==> config.mk <==
export PLATFORM = sky130hd
export DESIGN_NAME = sr_ff_driver
export DESIGN_NICKNAME = d
export VERILOG_FILES = /design/src/rtl/sr_pkg.sv /design/src/rtl/sr_pulse_timer.sv /design/src/rtl/sr_ff_driver.sv
export SDC_FILE = /design/constraint.sdc
export NUM_CORES = 1
export LEC_CHECK = 0
export CAP_MARGIN = 40
export CELL_PAD_IN_SITES_DETAIL_PLACEMENT = 0
export CELL_PAD_IN_SITES_GLOBAL_PLACEMENT = 1
export CORE_MARGIN = 3
export CORE_UTILIZATION = 36
export CTS_CLUSTER_DIAMETER = 100
export CTS_CLUSTER_SIZE = 12
export DETAILED_ROUTE_END_ITERATION = 8
export HOLD_SLACK_MARGIN = 0.12
export PLACE_DENSITY_LB_ADDON = 0.1
export SLEW_MARGIN = 20
export SYNTH_ARGS = -nofsm -noshare
export SYNTH_HDL_FRONTEND = slang
export SYNTH_SLANG_ARGS = --single-unit
==> constraint.sdc <==
create_clock -name clk -period 3.2 [get_ports clk]
set_clock_uncertainty 0.15 [all_clocks]
set_input_delay 0.32 -clock clk [delete_from_list [all_inputs] [get_ports clk]]
set_output_delay 0.32 -clock clk [all_outputs]
set_load 0.01 [all_outputs]
==> src/rtl/sr_pkg.sv <==
`default_nettype none
// ============================================================================
// Module      : sr_pkg
// Description : Shared types, SR command encodings and the counter-width
//               helper for the SR flop-bank driver.
// Revision    : 1.0 - initial release
// ============================================================================
package sr_pkg;

    typedef enum logic [1:0] {
        ST_IDLE  = 2'd0,
        ST_DRIVE = 2'd1,
        ST_CHECK = 2'd2,
        ST_GAP   = 2'd3
    } sr_state_t;

    // Per-flop command as {S, R}; SR_INV is the forbidden combination.
    localparam logic [1:0] SR_HOLD = 2'b00;
    localparam logic [1:0] SR_RST  = 2'b01;
    localparam logic [1:0] SR_SET  = 2'b10;
    localparam logic [1:0] SR_INV  = 2'b11;

    function automatic int sr_cnt_width(input int pulse, input int gap);
        int m;
        m = (pulse > gap) ? pulse : gap;
        return (m < 1) ? 1 : $clog2(m + 1);
    endfunction

endpackage
`default_nettype wire

==> src/rtl/sr_pulse_timer.sv <==
`default_nettype none
// ============================================================================
// Module      : sr_pulse_timer
// Description : Loadable down-counter; done is high while the count is zero.
// Revision    : 1.0 - initial release
// ============================================================================
module sr_pulse_timer #(
    parameter int CW = 2
) (
    input  logic          clk,
    input  logic          rst,
    input  logic          load,
    input  logic [CW-1:0] load_val,
    input  logic          en,
    output logic          done
);

    logic [CW-1:0] r_count;

    always_ff @(posedge clk) begin
        if (rst) begin
            r_count <= '0;
        end else if (load) begin
            r_count <= load_val;
        end else if (en && (r_count != '0)) begin
            r_count <= r_count - 1'b1;
        end
    end

    assign done = (r_count == '0);

endmodule
`default_nettype wire

==> src/rtl/sr_ff_driver.sv <==
`default_nettype none
// ============================================================================
// Module      : sr_ff_driver
// Description : Issues fixed-width S/R pulses to an SR flop bank from masked
//               target-value requests, then checks the bank against a shadow.
// Revision    : 1.0 - initial release
// ============================================================================
module sr_ff_driver
    import sr_pkg::*;
#(
    parameter int WIDTH        = 8,
    parameter int PULSE_CYCLES = 1,
    parameter int GAP_CYCLES   = 1
) (
    input  logic             clk,
    input  logic             rst,
    input  logic             req_valid,
    output logic             req_ready,
    input  logic [WIDTH-1:0] req_data,
    input  logic [WIDTH-1:0] req_mask,
    output logic [WIDTH-1:0] s_out,
    output logic [WIDTH-1:0] r_out,
    input  logic [WIDTH-1:0] q_in,
    output logic [WIDTH-1:0] shadow,
    output logic             busy,
    output logic             err,
    output logic [WIDTH-1:0] err_bits,
    input  logic             err_clr
);

    localparam int c_cw = sr_cnt_width(PULSE_CYCLES, GAP_CYCLES);
    // Timer is loaded with N-1 so that done marks the last cycle of the phase.
    localparam logic [c_cw-1:0] c_pulse_load = c_cw'(PULSE_CYCLES - 1);
    localparam logic [c_cw-1:0] c_gap_load   = (GAP_CYCLES > 0) ? c_cw'(GAP_CYCLES - 1) : '0;

    sr_state_t        r_state;
    sr_state_t        w_next_state;
    logic [WIDTH-1:0] r_s_out;
    logic [WIDTH-1:0] r_r_out;
    logic [WIDTH-1:0] r_shadow;
    logic             r_err;
    logic [WIDTH-1:0] r_err_bits;
    logic [WIDTH-1:0] w_set;
    logic [WIDTH-1:0] w_clr;
    logic [WIDTH-1:0] w_mism;
    logic             w_accept;
    logic             w_active;
    logic             w_timer_load;
    logic [c_cw-1:0]  w_timer_val;
    logic             w_timer_en;
    logic             w_timer_done;

    // Each bit resolves to exactly one command, so S and R can never coincide.
    for (genvar gi = 0; gi < WIDTH; gi++) begin : g_bit
        logic [1:0] w_cmd;
        always_comb begin
            w_cmd = SR_HOLD;
            if (req_mask[gi]) begin
                if (req_data[gi] && !r_shadow[gi]) begin
                    w_cmd = SR_SET;
                end else if (!req_data[gi] && r_shadow[gi]) begin
                    w_cmd = SR_RST;
                end
            end
        end
        assign w_set[gi] = (w_cmd == SR_SET);
        assign w_clr[gi] = (w_cmd == SR_RST);
    end

    assign req_ready = (r_state == ST_IDLE) && !rst;
    assign w_accept  = req_valid && req_ready;
    assign w_active  = |(w_set | w_clr);
    assign w_mism    = (r_state == ST_CHECK) ? (q_in ^ r_shadow) : '0;

    sr_pulse_timer #(
        .CW(c_cw)
    ) u_timer (
        .clk      (clk),
        .rst      (rst),
        .load     (w_timer_load),
        .load_val (w_timer_val),
        .en       (w_timer_en),
        .done     (w_timer_done)
    );

    always_ff @(posedge clk) begin
        if (rst) begin
            r_state <= ST_IDLE;
        end else begin
            r_state <= w_next_state;
        end
    end

    always_comb begin
        w_next_state = r_state;
        w_timer_load = 1'b0;
        w_timer_val  = c_pulse_load;
        w_timer_en   = 1'b0;
        case (r_state)
            ST_IDLE: begin
                if (w_accept && w_active) begin
                    w_next_state = ST_DRIVE;
                    w_timer_load = 1'b1;
                end
            end
            ST_DRIVE: begin
                w_timer_en = 1'b1;
                if (w_timer_done) begin
                    w_next_state = ST_CHECK;
                end
            end
            ST_CHECK: begin
                if (GAP_CYCLES > 0) begin
                    w_next_state = ST_GAP;
                    w_timer_load = 1'b1;
                    w_timer_val  = c_gap_load;
                end else begin
                    w_next_state = ST_IDLE;
                end
            end
            ST_GAP: begin
                w_timer_en = 1'b1;
                if (w_timer_done) begin
                    w_next_state = ST_IDLE;
                end
            end
            default: w_next_state = ST_IDLE;
        endcase
    end

    always_ff @(posedge clk) begin
        if (rst) begin
            r_s_out    <= '0;
            r_r_out    <= '0;
            r_shadow   <= '0;
            r_err      <= 1'b0;
            r_err_bits <= '0;
        end else begin
            if ((r_state == ST_IDLE) && w_accept && w_active) begin
                r_s_out  <= w_set;
                r_r_out  <= w_clr;
                r_shadow <= (r_shadow & ~req_mask) | (req_data & req_mask);
            end else if ((r_state == ST_DRIVE) && w_timer_done) begin
                r_s_out <= '0;
                r_r_out <= '0;
            end
            // A fresh mismatch wins over a simultaneous clear.
            r_err_bits <= (err_clr ? '0 : r_err_bits) | w_mism;
            r_err      <= (err_clr ? 1'b0 : r_err) | (|w_mism);
        end
    end

    assign s_out    = r_s_out;
    assign r_out    = r_r_out;
    assign shadow   = r_shadow;
    assign busy     = (r_state != ST_IDLE);
    assign err      = r_err;
    assign err_bits = r_err_bits;

endmodule
`default_nettype wire

## After elaboration in Yosys (flattened, before gate mapping)

Cells that the tools add are included.

- Bits in registers: 36
- Input bits: 28
- Output and inout port bits: 35
- Word-level logic and storage cells: 124

- Add/subtract/negate cells: 1
- Equal/unequal tests: 22
- Multiplexer cells: 37
- Bitwise gates (word level): 9
- Reductions and logical operators: 48

Operator list:

| cell | count |
|---|---|
| 8-bit two-way mux | 5 |
| 2-bit two-way mux | 19 |
| 8-bit bitwise OR | 3 |
| 1-bit logical AND | 23 |
| 2-bit equality test (second input constant) | 10 |
| 2-bit by 1-bit equality test with 1-bit output (second input constant) | 9 |
| 1-bit zero test | 17 |
| 8-bit bitwise AND | 2 |
| 8-bit OR reduction | 2 |
| 1-bit two-way mux | 11 |
| 8-bit NOT | 1 |
| 2-bit case mux with 4 select lines | 1 |
| 8-bit bitwise XOR | 1 |
| 2-bit inequality test (second input constant) | 3 |
| 2-bit nonzero test | 2 |
| 2-bit OR reduction | 2 |
| 3-bit AND reduction | 1 |
| 2-bit zero test | 1 |
| 1-bit case mux with 2 select lines | 1 |
| 1-bit NOT | 1 |
| 1-bit bitwise OR | 1 |
| 1-bit subtractor (second input constant) | 1 |

## Depth between registers and ports, before layout

- Depth after elaboration: 12
- Gate-level depth with buffers: 9
- Gate-level depth less buffers: 8

## By module

A second synthesis with hierarchy kept.

- Cell total of the unflattened synthesis: 250
- Area total of the unflattened synthesis: 2042.0 µm²

Modules (own cells, without submodules):

| module | times used | cells each | area each (µm²) | seq. area each (µm²) |
|---|---|---|---|---|
| sr_ff_driver | 1 | 246 | 1994.4 | 700.7 |
| sr_pulse_timer | 1 | 4 | 47.5 | 20.0 |

## Worst setup path after synthesis

Ideal clock, no wire load.

- Path kind: register to register
- From: register (tool-made name)
- To: register r_state[1]
- Library setup time: 0.116 ns
- Arrival time: 1.699 ns
- Data required time: 2.934 ns
- Path slack: 1.234 ns
- Cell stages (with the launch flop): 7
- Path buffers: 0
- Period minus slack after synthesis: 1.966 ns
- Cells stage by stage: dfxtp_1 > or2_2 > ha_1 > nand4_1 > o2111ai_1 > a21oi_1 > a41o_1

RTL lines:

| element | line | text |
|---|---|---|
| end signal: assignment | sr_ff_driver.sv:90 | `r_state <= w_next_state;` |
| end: declaration | sr_ff_driver.sv:36 | `sr_state_t r_state;` |

## Final worst setup path

- From: input req_data[0]
- To: register r_r_out[7] (netlist: r_out[7])

- Cells in the longest elaborated chain, start to end: 10
- Elaborated cells between the ends (all ways): 13
- Those cells by class: eq/ne: 2; mux: 4; bitwise: 1; reduce/logical: 6

Ends and longest elaborated chain:

| element | line | text |
|---|---|---|
| start: declaration | sr_ff_driver.sv:19 | `input logic [WIDTH-1:0] req_data,` |
| 1-bit zero test | sr_ff_driver.sv:61 | `end else if (!req_data[gi] && r_shadow[gi]) begin` |
| 1-bit logical AND | sr_ff_driver.sv:61 |  |
| 1-bit two-way mux | sr_ff_driver.sv:61 |  |
| 2-bit two-way mux * | sr_ff_driver.sv:59 | `if (req_data[gi] && !r_shadow[gi]) begin` |
| 2-bit two-way mux * | sr_ff_driver.sv:58 | `if (req_mask[gi]) begin` |
| 2-bit equality test or 2-bit by 1-bit equality test with 1-bit output (tied branches) | sr_ff_driver.sv:66, sr_ff_driver.sv:67 |  |
| 8-bit bitwise OR * | sr_ff_driver.sv:72 | `assign w_active = \|(w_set \| w_clr);` |
| 8-bit OR reduction * | sr_ff_driver.sv:72 |  |
| 1-bit logical AND * | sr_ff_driver.sv:139 | `if ((r_state == ST_IDLE) && w_accept && w_active) begin` |
| 8-bit two-way mux or 2-bit nonzero test (tied branches) | n/a |  |
| end signal: assignment | sr_ff_driver.sv:141 | `r_r_out <= w_clr;` |
| end: declaration | sr_ff_driver.sv:39 | `logic [WIDTH-1:0] r_r_out;` |

Mark *: on every way between the ends. The rest lies on a longest branch, timed or not.
A chain may end at the register's enable or synchronous reset.

==> results.toml <==
[die]
dieArea_um2 = 6610
die_height_um = 81.3
rows = 26
initial_core_util = 0.385
coreArea_um2 = 5300
ios = 63
die_w_um = 81.3

[cells_and_area]
regArea_um2 = 721
n_fill_cell = 516
nets = 359
multiInputGateArea_um2 = 1130
area_growth_pct = 37.7
n_antenna_cell = 0
drive_gt1_frac = 0.0965

[power_and_ir_drop]
seqPwrFrac = 0.376
comb_power_share = 0.333
switching_share = 0.330
ir_drop_uv = 368
pwr-share-clk = 0.291
powerDensity_nw_per_um2 = 490
p_leak_nw = 1.18
p_int_mw = 0.922
p_sw_mw = 0.455

[synthesis]
synthTopCellsByArea = "dfxtp_1, ha_1, a21oi_1"
ys_types = 36
synthFlopType = "dfxtp_1"
synth_area_per_cell_um2 = 8.20
yosys.area.top_type = "dfxtp_1"
seq_area_frac_synth = 0.353
yosys.cell_count.top_type = "dfxtp_1"
syn_inst = 249
synth-edff-count = 0
syn-num-nets = 298
async_reset_ff_frac = 0
syn_area_um2 = 2040
synth_commonest_cells = "dfxtp_1, inv_1, a21oi_1, nand2_1, ha_1"
yosysWarnings = 0
ys_ff_latch = 36
synth_top_area_share = 0.353

[critical_path]
critPathMaxStageDelay_ns = 0.50
crit_buf_inv = 2
crit_family = "buffers and inverters"
arrival_ns = 2.52
crit_type = "input port to flop"
crit_fanout = 12
critPathCaptureType = "flop"
critPathSlowestCell = "clkdlybuf4s50_1"
cp_cell_sequence = "clkdlybuf4s50_1, nand2_1, or2_2, ha_1, nand4_1, o21ai_4, buf_4, nand3_1, a21oi_1"
cp-start-kind = "input port"
required_ns = 3.27

[place]
dp_hpwl_um = 3720
port_buffers = 62
dp_slack_ns = 0.450
gp_congestion = 0.741

[run]
cap_violations = 0

[detailed_routing]
drc = 0
wl_per_cell_um = 12.9
ant_nets = 0
drt-vias-per-instance = 4.67
firstDrtPassIters = 4
drt_iter0_markers = 76
wl_um = 4900
num_vias = 1779

[timing]
slew_violations = 0
rsz0062_at_grt = "false"
max_freq_ghz = 0.409
fin_crit_ns = 2.44
slew_headroom = 0.564
hold_viol_final = 0
finalWorstSetupSlack_ns = 0.756
tightestPinTransition_ns = 0.654
period_share = 0.764
finalSetupViolCount = 0
setup-tns-final_ns = 0

[cts]
cts_resized = 0
ctsHtreeMaxLevel = 2
clockBufferDepth = 2
post_cts_buffers = 0
root_buffer = "clkbuf_8"
numCtsBuffers = 5
clock_sinks = 36
tritoncts = "yes"
clk_pin_slew_ns = 0.08
worstSkewPairLatency_ns = 0.29
ctsHoldBuffers = 0

[global_routing]
grt_pass1_wl_um = 7990
grtUsageTotal = 0.160
antenna_found_initial = 0
overflow = 0
grt_max_degree = 30
grt_pass1_vias = 1690

[min_path]
hold_class = "flop to flop"

[run_status]
outcome = "complete, no violations"
[tightest hold or removal path: stages, from the launching register on]
cell     delay, ns
dfxtp_1       0.31
nand3_1       0.06
a21oi_1       0.05
[power groups by stage]
stage	logic, mW	registers [mW]	clock network, mW
after detailed placement	0.463	0.529	0
final	0.458	0.518	0.401
after global routing	0.511	0.524	0.434
after global placement	0.463	0.528	0
after CTS	0.465	0.519	0.413
after floorplan	0.275	0.536	0
[final timing paths]
kind	startpoint	endpoint	slack, ns	cells after the start
max reg2reg	flop	r_out[7]	0.94	7
min	s_out[4]	s_out[4]	0.32	2
max	req_data[0]	r_out[7]	0.76	9
min reg2reg	s_out[4]	s_out[4]	0.32	2
[routing by layer]
| metal | part of all wire | vias to the layer above | global-route usage | routed length [um] |
|---|---|---|---|---|
| met5 | 0 | - | 0 | 0 |
| met4 | 0.012 | 0 | 0.0608 | 61 |
| met3 | 0.043 | 5 | 0.0366 | 209 |
| met2 | 0.46 | 37 | 0.265 | 2270 |
| met1 | 0.48 | 794 | 0.201 | 2350 |
| li1 | - | 943 | - | - |
[cell families after synthesis]
kind of cell,after synthesis,share of synthesized area
compound gates,49,0.144
buf+inv,41,0.0907
fa+ha+maj,21,0.129
simple gates,93,0.244
xor+xnor,8,0.0343
flops,36,0.353
mux,1,0.00491
[stage by stage]
stage / instance area (um2) / power, mW / hold WS, ns / util / std cells
global placement: 2700 / 0.991 / 0.304 / 0.509 / 373
CTS: 2810 / 1.40 / 0.320 / 0.530 / 381
global route: 2810 / 1.47 / 0.348 / 0.530 / 381
detailed placement: 2700 / 0.992 / 0.308 / 0.509 / 373
floorplan: 2040 / 0.811 / 0.301 / - / 249
finish: 2810 / 1.38 / 0.317 / 0.530 / 381
[layout by cell type (no fill, tap or decap), types with 2 or more instances in the layout]
cell,netlist,final
nand3_1,20,20
or2_2,8,8
nor2_1,8,8
clkbuf_8,0,5
buf_4,2,3
nor2b_1,8,8
xor2_1,7,7
clkdlybuf4s50_1,0,62
a21oi_2,4,4
nand3b_1,7,7
o21ai_0,7,7
inv_1,30,30
ha_1,21,21
dfxtp_1,36,36
o21ai_1,3,3
nand4_1,2,2
a21oi_1,29,29
nand3_2,4,4
nor4_1,2,2
nand2_1,28,28
[final cells by class]
class                           instances  area share
Inverter                               30      0.0401
Clock inverter                          3      0.0151
Timing Repair Buffer                   65       0.229
Multi-Input combinational cell        172       0.404
Clock buffer                            5      0.0245
Tap cell                               70      0.0312
Sequential cell                        36       0.256
(Power assumes the default switching activity.)
